[src/rtl/period_meter.sv]
// period_meter: measures the spacing between rising edges of an asynchronous
// event line in clk_i cycles and reports each period with a one-cycle strobe.
module period_meter #(
    parameter int WIDTH       = 28,
    parameter int SYNC_STAGES = 2
) (
    input  logic             clk_i,
    input  logic             rst_i,
    input  logic             pulse_i,
    input  logic             enable_i,
    output logic [WIDTH-1:0] period_o,
    output logic             valid_o,
    output logic             overflow_o,
    output logic             measuring_o
);

    typedef enum logic [1:0] {
        S_IDLE    = 2'd0,
        S_ARM     = 2'd1,
        S_MEASURE = 2'd2
    } state_t;

    localparam logic [WIDTH-1:0] CNT_MAX  = {WIDTH{1'b1}};
    localparam logic [WIDTH-1:0] CNT_ZERO = {WIDTH{1'b0}};
    localparam logic [WIDTH-1:0] CNT_ONE  = {{(WIDTH-1){1'b0}}, 1'b1};

    logic [SYNC_STAGES-1:0] r_sync;
    logic                   r_hist;
    logic                   w_rise;

    state_t                 r_state;
    state_t                 w_state_nxt;
    logic [WIDTH-1:0]       r_cnt;
    logic [WIDTH-1:0]       w_cnt_nxt;
    logic [WIDTH-1:0]       r_period;
    logic [WIDTH-1:0]       w_period_nxt;
    logic                   r_valid;
    logic                   w_valid_nxt;
    logic                   r_overflow;
    logic                   w_overflow_nxt;
    logic                   r_measuring;

    // Synchronizer and history flop run regardless of enable_i, so enabling
    // while pulse_i is already high can never fabricate an edge.
    always_ff @(posedge clk_i or posedge rst_i) begin
        if (rst_i) begin
            r_sync <= {SYNC_STAGES{1'b0}};
            r_hist <= 1'b0;
        end else begin
            r_sync <= {r_sync[SYNC_STAGES-2:0], pulse_i};
            r_hist <= r_sync[SYNC_STAGES-1];
        end
    end

    assign w_rise = r_sync[SYNC_STAGES-1] & ~r_hist;

    // Next-state and datapath decode; enable low overrides every state.
    always_comb begin
        w_state_nxt    = r_state;
        w_cnt_nxt      = r_cnt;
        w_period_nxt   = r_period;
        w_valid_nxt    = 1'b0;
        w_overflow_nxt = r_overflow;
        if (!enable_i) begin
            w_state_nxt    = S_IDLE;
            w_cnt_nxt      = CNT_ZERO;
            w_overflow_nxt = 1'b0;
        end else begin
            case (r_state)
                S_IDLE: begin
                    w_state_nxt = S_ARM;
                    w_cnt_nxt   = CNT_ZERO;
                end
                S_ARM: begin
                    if (w_rise) begin
                        w_state_nxt = S_MEASURE;
                        w_cnt_nxt   = CNT_ONE;
                    end else begin
                        w_cnt_nxt   = CNT_ZERO;
                    end
                end
                S_MEASURE: begin
                    if (w_rise) begin
                        w_period_nxt = r_cnt;
                        w_valid_nxt  = 1'b1;
                        w_cnt_nxt    = CNT_ONE;
                    end else if (r_cnt == CNT_MAX) begin
                        // Caught one step before the counter would wrap.
                        w_overflow_nxt = 1'b1;
                        w_cnt_nxt      = CNT_ZERO;
                        w_state_nxt    = S_ARM;
                    end else begin
                        w_cnt_nxt = r_cnt + CNT_ONE;
                    end
                end
                default: begin
                    w_state_nxt = S_IDLE;
                    w_cnt_nxt   = CNT_ZERO;
                end
            endcase
        end
    end

    // State, counter and registered outputs.
    always_ff @(posedge clk_i or posedge rst_i) begin
        if (rst_i) begin
            r_state     <= S_IDLE;
            r_cnt       <= CNT_ZERO;
            r_period    <= CNT_ZERO;
            r_valid     <= 1'b0;
            r_overflow  <= 1'b0;
            r_measuring <= 1'b0;
        end else begin
            r_state     <= w_state_nxt;
            r_cnt       <= w_cnt_nxt;
            r_period    <= w_period_nxt;
            r_valid     <= w_valid_nxt;
            r_overflow  <= w_overflow_nxt;
            r_measuring <= (w_state_nxt == S_MEASURE);
        end
    end

    assign period_o    = r_period;
    assign valid_o     = r_valid;
    assign overflow_o  = r_overflow;
    assign measuring_o = r_measuring;

endmodule

[config.mk]
export PLATFORM = sky130hd
export DESIGN_NAME = period_meter
export DESIGN_NICKNAME = d
export VERILOG_FILES = /design/src/rtl/period_meter.sv
export SDC_FILE = /design/constraint.sdc
export NUM_CORES = 1
export LEC_CHECK = 0
export BUFFER_PORTS_ARGS = -buffer_cell sky130_fd_sc_hd__clkbuf_2
export CORE_MARGIN = 5
export CORE_UTILIZATION = 40
export CTS_CLUSTER_SIZE = 20
export DETAILED_ROUTE_END_ITERATION = 8
export GPL_ROUTABILITY_DRIVEN = 1
export PLACE_DENSITY_LB_ADDON = 0.08
export SLEW_MARGIN = 10
export SYNTH_ARGS = -nofsm -noshare
export SYNTH_HDL_FRONTEND = slang
export SYNTH_SLANG_ARGS = --single-unit
[constraint.sdc]
create_clock -name clk_i -period 2.5 [get_ports clk_i]
set_input_delay 0.5 -clock clk_i [delete_from_list [all_inputs] [get_ports clk_i]]
set_output_delay 0.5 -clock clk_i [all_outputs]
set_load 0.01 [all_outputs]
==> results.cfg, run 1 <==
[timing]
finalSetupViolations = 0
fmax_ghz = 0.523
slew_headroom_pct = 68.6
final.setup.tns_ps = 0
layout_setup_ws_ps = 586
hold_viol_final = 0
maxSlewViolCount = 0
skew_ps = 8.08
worst_pin_slew_ps = 469
rsz0062_at_grt = no
fin_crit_sh_pct = 76.5
period_needed_ps = 1910

[cts]
clock-sinks = 64
clk_pin_slew_ps = 70
postCtsSetupBuffers = 0
clock_latency_ps = 340
numCtsBuffers = 9
cts-root-buf = clkbuf_8
clockBufferDepth = 2
hold_buffers = 0
ctsResizeCount = 0
tritoncts = yes
cts_max_level = 3

[min_path]
worstHoldPathType = input port to asynchronous set/reset pin

[place]
place_worst_setup_slack_ps = 595
routabilityCongestion = 0.808
hpwl_um = 3640
port_buffers = 34
placed_cell_area_um2 = 3120

[grt]
antenna_found_initial = 0
grt_max_degree = 50
grt_pass1_vias = 1840
grt_use_total_pct = 13.6
grt.overflow.total = 0
grt_pass1_wl_um = 9170

[drt]
vias_per_cell = 4.75
route.detailed.drc = 0
drt-pass1-iter-count = 4
drt-wirelength-per-cell_um = 13.7
drtIter0Drc = 65
antenna_left = 0
vias = 1835
drt-total-wl_um = 5280

[pwr]
vdd_drop_max_uv = 381
cellPowerDensity_nw_per_um2 = 657
p_leak_uw = 0.00160

[yosys]
synthesis.nets = 247
syn_area_um2 = 2790
netlist_instances = 238
avgSynthCellArea_um2 = 11.7
synthArstFlopShare_pct = 100
synth_edf_count = 0
synthDistinctLibCells = 35
synth_ff_type = dfrtp_1
ys_ff_latch = 64
ys_seq_area_share_pct = 57.5
ys_warn_count = 0

[final_layout]
drive_gt1_share_pct = 31.0
num-fill-cells = 652
multi_input_area_um2 = 1130
area_delta_synth_final_pct = 21.1
n_antenna_cell = 0
nets = 294
seq_area_um2 = 1600
design_area_um2 = 3370

[critical_path]
arrival_ps = 2140
endpoint_kind = flop
path_max_fanout = 5
cp_cell_sequence = ha_1, nand3_1, nor2_2, nand3_2, or3_4, o211a_1
rr_startpoint = r_cnt[0]
cp_top_family = simple AND/OR/NAND/NOR gates
crit_buf_inv = 0
cp_slowest_cell = dfrtp_1
worst_ep_required_time_ps = 2730
crit_type = flop to flop
crit_path_start_kind = flop
slowest_delay_ps = 410
cp-startpoint = r_cnt[0]

[floorplan]
row_count = 30
start_util_pct = 41.0
dieHeight_um = 93.4
die_area_um2 = 8730
core_um2 = 6790
die_width_um = 93.4
ios = 35

[status]
status = finished clean

[run]
max_cap_violations = 0
## cell families (layout without fill, tap and decap cells)
| family | Yosys count | after routing | share of synthesized area, % |
|---|---|---|---|
| simple gates | 91 | 91 | 17.1 |
| fa+ha+maj | 5 | 5 | 2.25 |
| compound gates | 16 | 16 | 3.68 |
| xor+xnor | 24 | 24 | 7.55 |
| flops | 64 | 64 | 57.5 |
| mux | 25 | 25 | 10.1 |
| buf+inv | 13 | 65 | 1.84 |
## stage by stage
stage,std cells,util (%),hold WS [ps],total power (uW)
detailed placement,370,45.9,340,1120
global route,386,49.7,116,2300
finish,386,49.7,101,2220
global placement,370,45.9,334,1120
floorplan,238,-,331,1100
CTS,386,49.7,96.8,2250
## sequential cells by signal, indices dropped and copies added (netlist names)
register	count
period_o	28
valid_o	1
overflow_o	1
measuring_o	1
r_state	2
r_hist	1
r_cnt	28
r_sync	2
## final cells by class
class                      count  area share [%]
sequential                    64            47.5
multi-input combinational    161            33.6
timing repair buffer          41            6.97
clock buffer                  11            4.49
tap                           96            3.56
clock inverter                 5            3.04
inverter                       8           0.890
## worst reg2reg max path, cell delays in order, from the launching register on
cell     delay, ps
dfrtp_1        410
ha_1           200
nand3_1        210
nor2_2         190
nand3_2        140
or3_4          410
o211a_1        230
## synthesized netlist by cell type (4+ instances only)
master	number	area share, %
a21oi_1	4	0.72
nand2_1	17	2.3
xnor2_1	8	2.5
nand4_1	9	2.0
nand3_1	13	2.3
xor2_1	16	5.0
nor2_1	30	4.0
inv_1	8	1.1
dfrtp_1	64	58
mux2_2	25	10
ha_1	5	2.2
o21ai_0	5	0.90
## layout by cell type (no fill, tap or decap), types with 3 or more instances in the layout
cell type | Yosys | final
dfrtp_1 | 64 | 64
clkbuf_2 | 0 | 34
nor2_1 | 30 | 30
mux2_2 | 25 | 25
nand2_1 | 17 | 17
xor2_1 | 16 | 16
nand3_1 | 13 | 13
clkbuf_8 | 0 | 11
nand4_1 | 9 | 9
xnor2_1 | 8 | 8
inv_1 | 8 | 7
buf_4 | 0 | 6
o21ai_0 | 5 | 5
ha_1 | 5 | 5
a21oi_1 | 4 | 4
nor2b_1 | 3 | 3
and4_1 | 3 | 3
and3_1 | 3 | 3
bufinv_16 | 0 | 3
## layer usage
layer | wire length [um] | global-route usage, % | vias up
li1 | - | - | 914
met1 | 2600 | 18.4 | 878
met2 | 2340 | 19.5 | 33
met3 | 213 | 4.26 | 10
met4 | 127 | 7.33 | 0
met5 | 0 | 0 | -
## power by group
group / switching (uW) / internal, uW
clock network: 402 / 715
registers: 3.84 / 1040
logic: 38.3 / 16.4
total: 444 / 1770
## worst paths after layout
path	end	slack [ps]	cells after the start
max in group asynchronous	r_cnt[22]	1820	3
min in group clk_i	r_sync[0]	260	1
worst max register to register	measuring_o	590	6
worst min register to register	r_sync[1]	350	0
worst min-delay path	valid_o	100	2
worst max-delay path	measuring_o	590	6
Note: power is estimated with default switching activity, not from simulation.
==> run 2: changes to the inputs <==
==> constraint.sdc (replaced) <==
create_clock -name clk_i -period 2 [get_ports clk_i]
set_input_delay 0.4 -clock clk_i [delete_from_list [all_inputs] [get_ports clk_i]]
set_output_delay 0.4 -clock clk_i [all_outputs]
set_load 0.01 [all_outputs]
==> results.cfg, run 2 (same netlist as run 1, synthesis figures left out) <==
[final_layout]
area_delta_synth_final_pct = 20.3
final_cell_mix = dfrtp_1, clkbuf_2, nor2_1
n_antenna_cell = 0
drive_gt1_share_pct = 32.0
nets = 301
fin_util_pct = 49.3
final_common_cell = dfrtp_1
stdcell_count = 393

[floorplan]
row_count = 30
start_util_pct = 41.0
core_um2 = 6790
die_width_um = 93.4
dieHeight_um = 93.4
ios = 35
die_area_um2 = 8730

[pwr]
vdd_drop_max_uv = 398
cellPowerDensity_nw_per_um2 = 695
p_leak_uw = 0.00161

[drt]
drt-pass1-iter-count = 4
drtIter0Drc = 38
route.detailed.drc = 0
drt-total-wl_um = 5480
antenna_left = 0
vias = 1891
vias_per_cell = 4.81
drt-wirelength-per-cell_um = 14.0

[critical_path]
arrival_ps = 2030
path_max_fanout = 5
ff2ff_setup_slack_ps = 180
crit_type = flop to flop
worst_ep_required_time_ps = 2220
endpoint_kind = flop
crit_path_start_kind = flop

[cts]
numCtsBuffers = 9
cts_max_level = 3
clock-sinks = 64
clockBufferDepth = 2
ctsResizeCount = 0
cts-root-buf = clkbuf_8
clock_latency_ps = 330
postCtsSetupBuffers = 0
clk_pin_slew_ps = 70
hold_buffers = 0
tritoncts = yes

[place]
routabilityCongestion = 0.804
hpwl_um = 3900
dp_cells = 377
port_buffers = 34

[run]
max_cap_violations = 0

[grt]
grt.overflow.total = 0
antenna_found_initial = 0
grt_use_total_pct = 14.1
grt_max_degree = 25
grt_pass1_wl_um = 9560
grt_pass1_vias = 1906

[timing]
period_needed_ps = 1820
skew_ps = 6.83
worst_pin_slew_ps = 505
slew_headroom_pct = 66.2
fin_crit_sh_pct = 90.8
fmax_ghz = 0.551
hold_viol_final = 0
maxSlewViolCount = 0
rsz0062_at_grt = no
final.setup.tns_ps = 0
hold_slack_ps = 73.7
finalSetupViolations = 0

[min_path]
worstHoldPathType = input port to asynchronous set/reset pin

[status]
status = finished clean
-- run 2: cell count changes in the layout (fill, tap and decap cells not counted), sizes merged --
cell / previous run / this run
clkbuf: 45 / 46
clkinv: 1 / 4
bufinv: 3 / 0
buf: 7 / 14
clkinvlp: 1 / 0
-- run 2: where the power goes --
part	switching (uW)	internal, uW
logic	49.1	22.3
clock network	474	476
registers	4.38	1300
total	527	1800
-- run 2: path summary, 6_finish.rpt --
check,startpoint,to,cells past startpoint
worst min register to register,r_sync[0],r_sync[1],0
worst min-delay path,rst_i,valid_o,2
worst max-delay path,r_cnt[18],measuring_o,5
min in group clk_i,pulse_i,r_sync[0],1
worst max register to register,r_cnt[18],measuring_o,5
max in group asynchronous,rst_i,period_o[22],3
-- run 2: layout make-up --
class / count / area, um2
clock buffers: 12 / 145
clock inverters: 4 / 20.0
inverters: 8 / 30.0
fillers: 620 / 3440
well taps: 96 / 120
flip-flops and latches: 64 / 1600
repair buffers: 48 / 300
multi-input cells: 161 / 1130
-- run 2: critical path, stage by stage, from the launching register on --
cell and delay (ps):
dfrtp_1 430, and4_1 280, and3_1 230, nand3_2 130
or3_4 410, o211a_1 230
-- run 2: per-layer routing --
layer | part of all wire (%) | GRT usage [%] | wire length [um] | vias up
li1 | - | - | - | 930
met1 | 50 | 19.3 | 2760 | 917
met2 | 45 | 20.7 | 2450 | 38
met3 | 4.0 | 4.10 | 218 | 6
met4 | 0.89 | 5.74 | 49 | 0
met5 | 0 | 0 | 0 | -
-- run 2: through the flow --
stage	total power (uW)	setup WS, ps	area (um2)
after floorplan	1380	1.90	2790
after global routing	2430	53.3	3350
after detailed placement	1400	198	3180
after global placement	1400	225	3180
after CTS	2360	183	3350
final	2330	184	3350
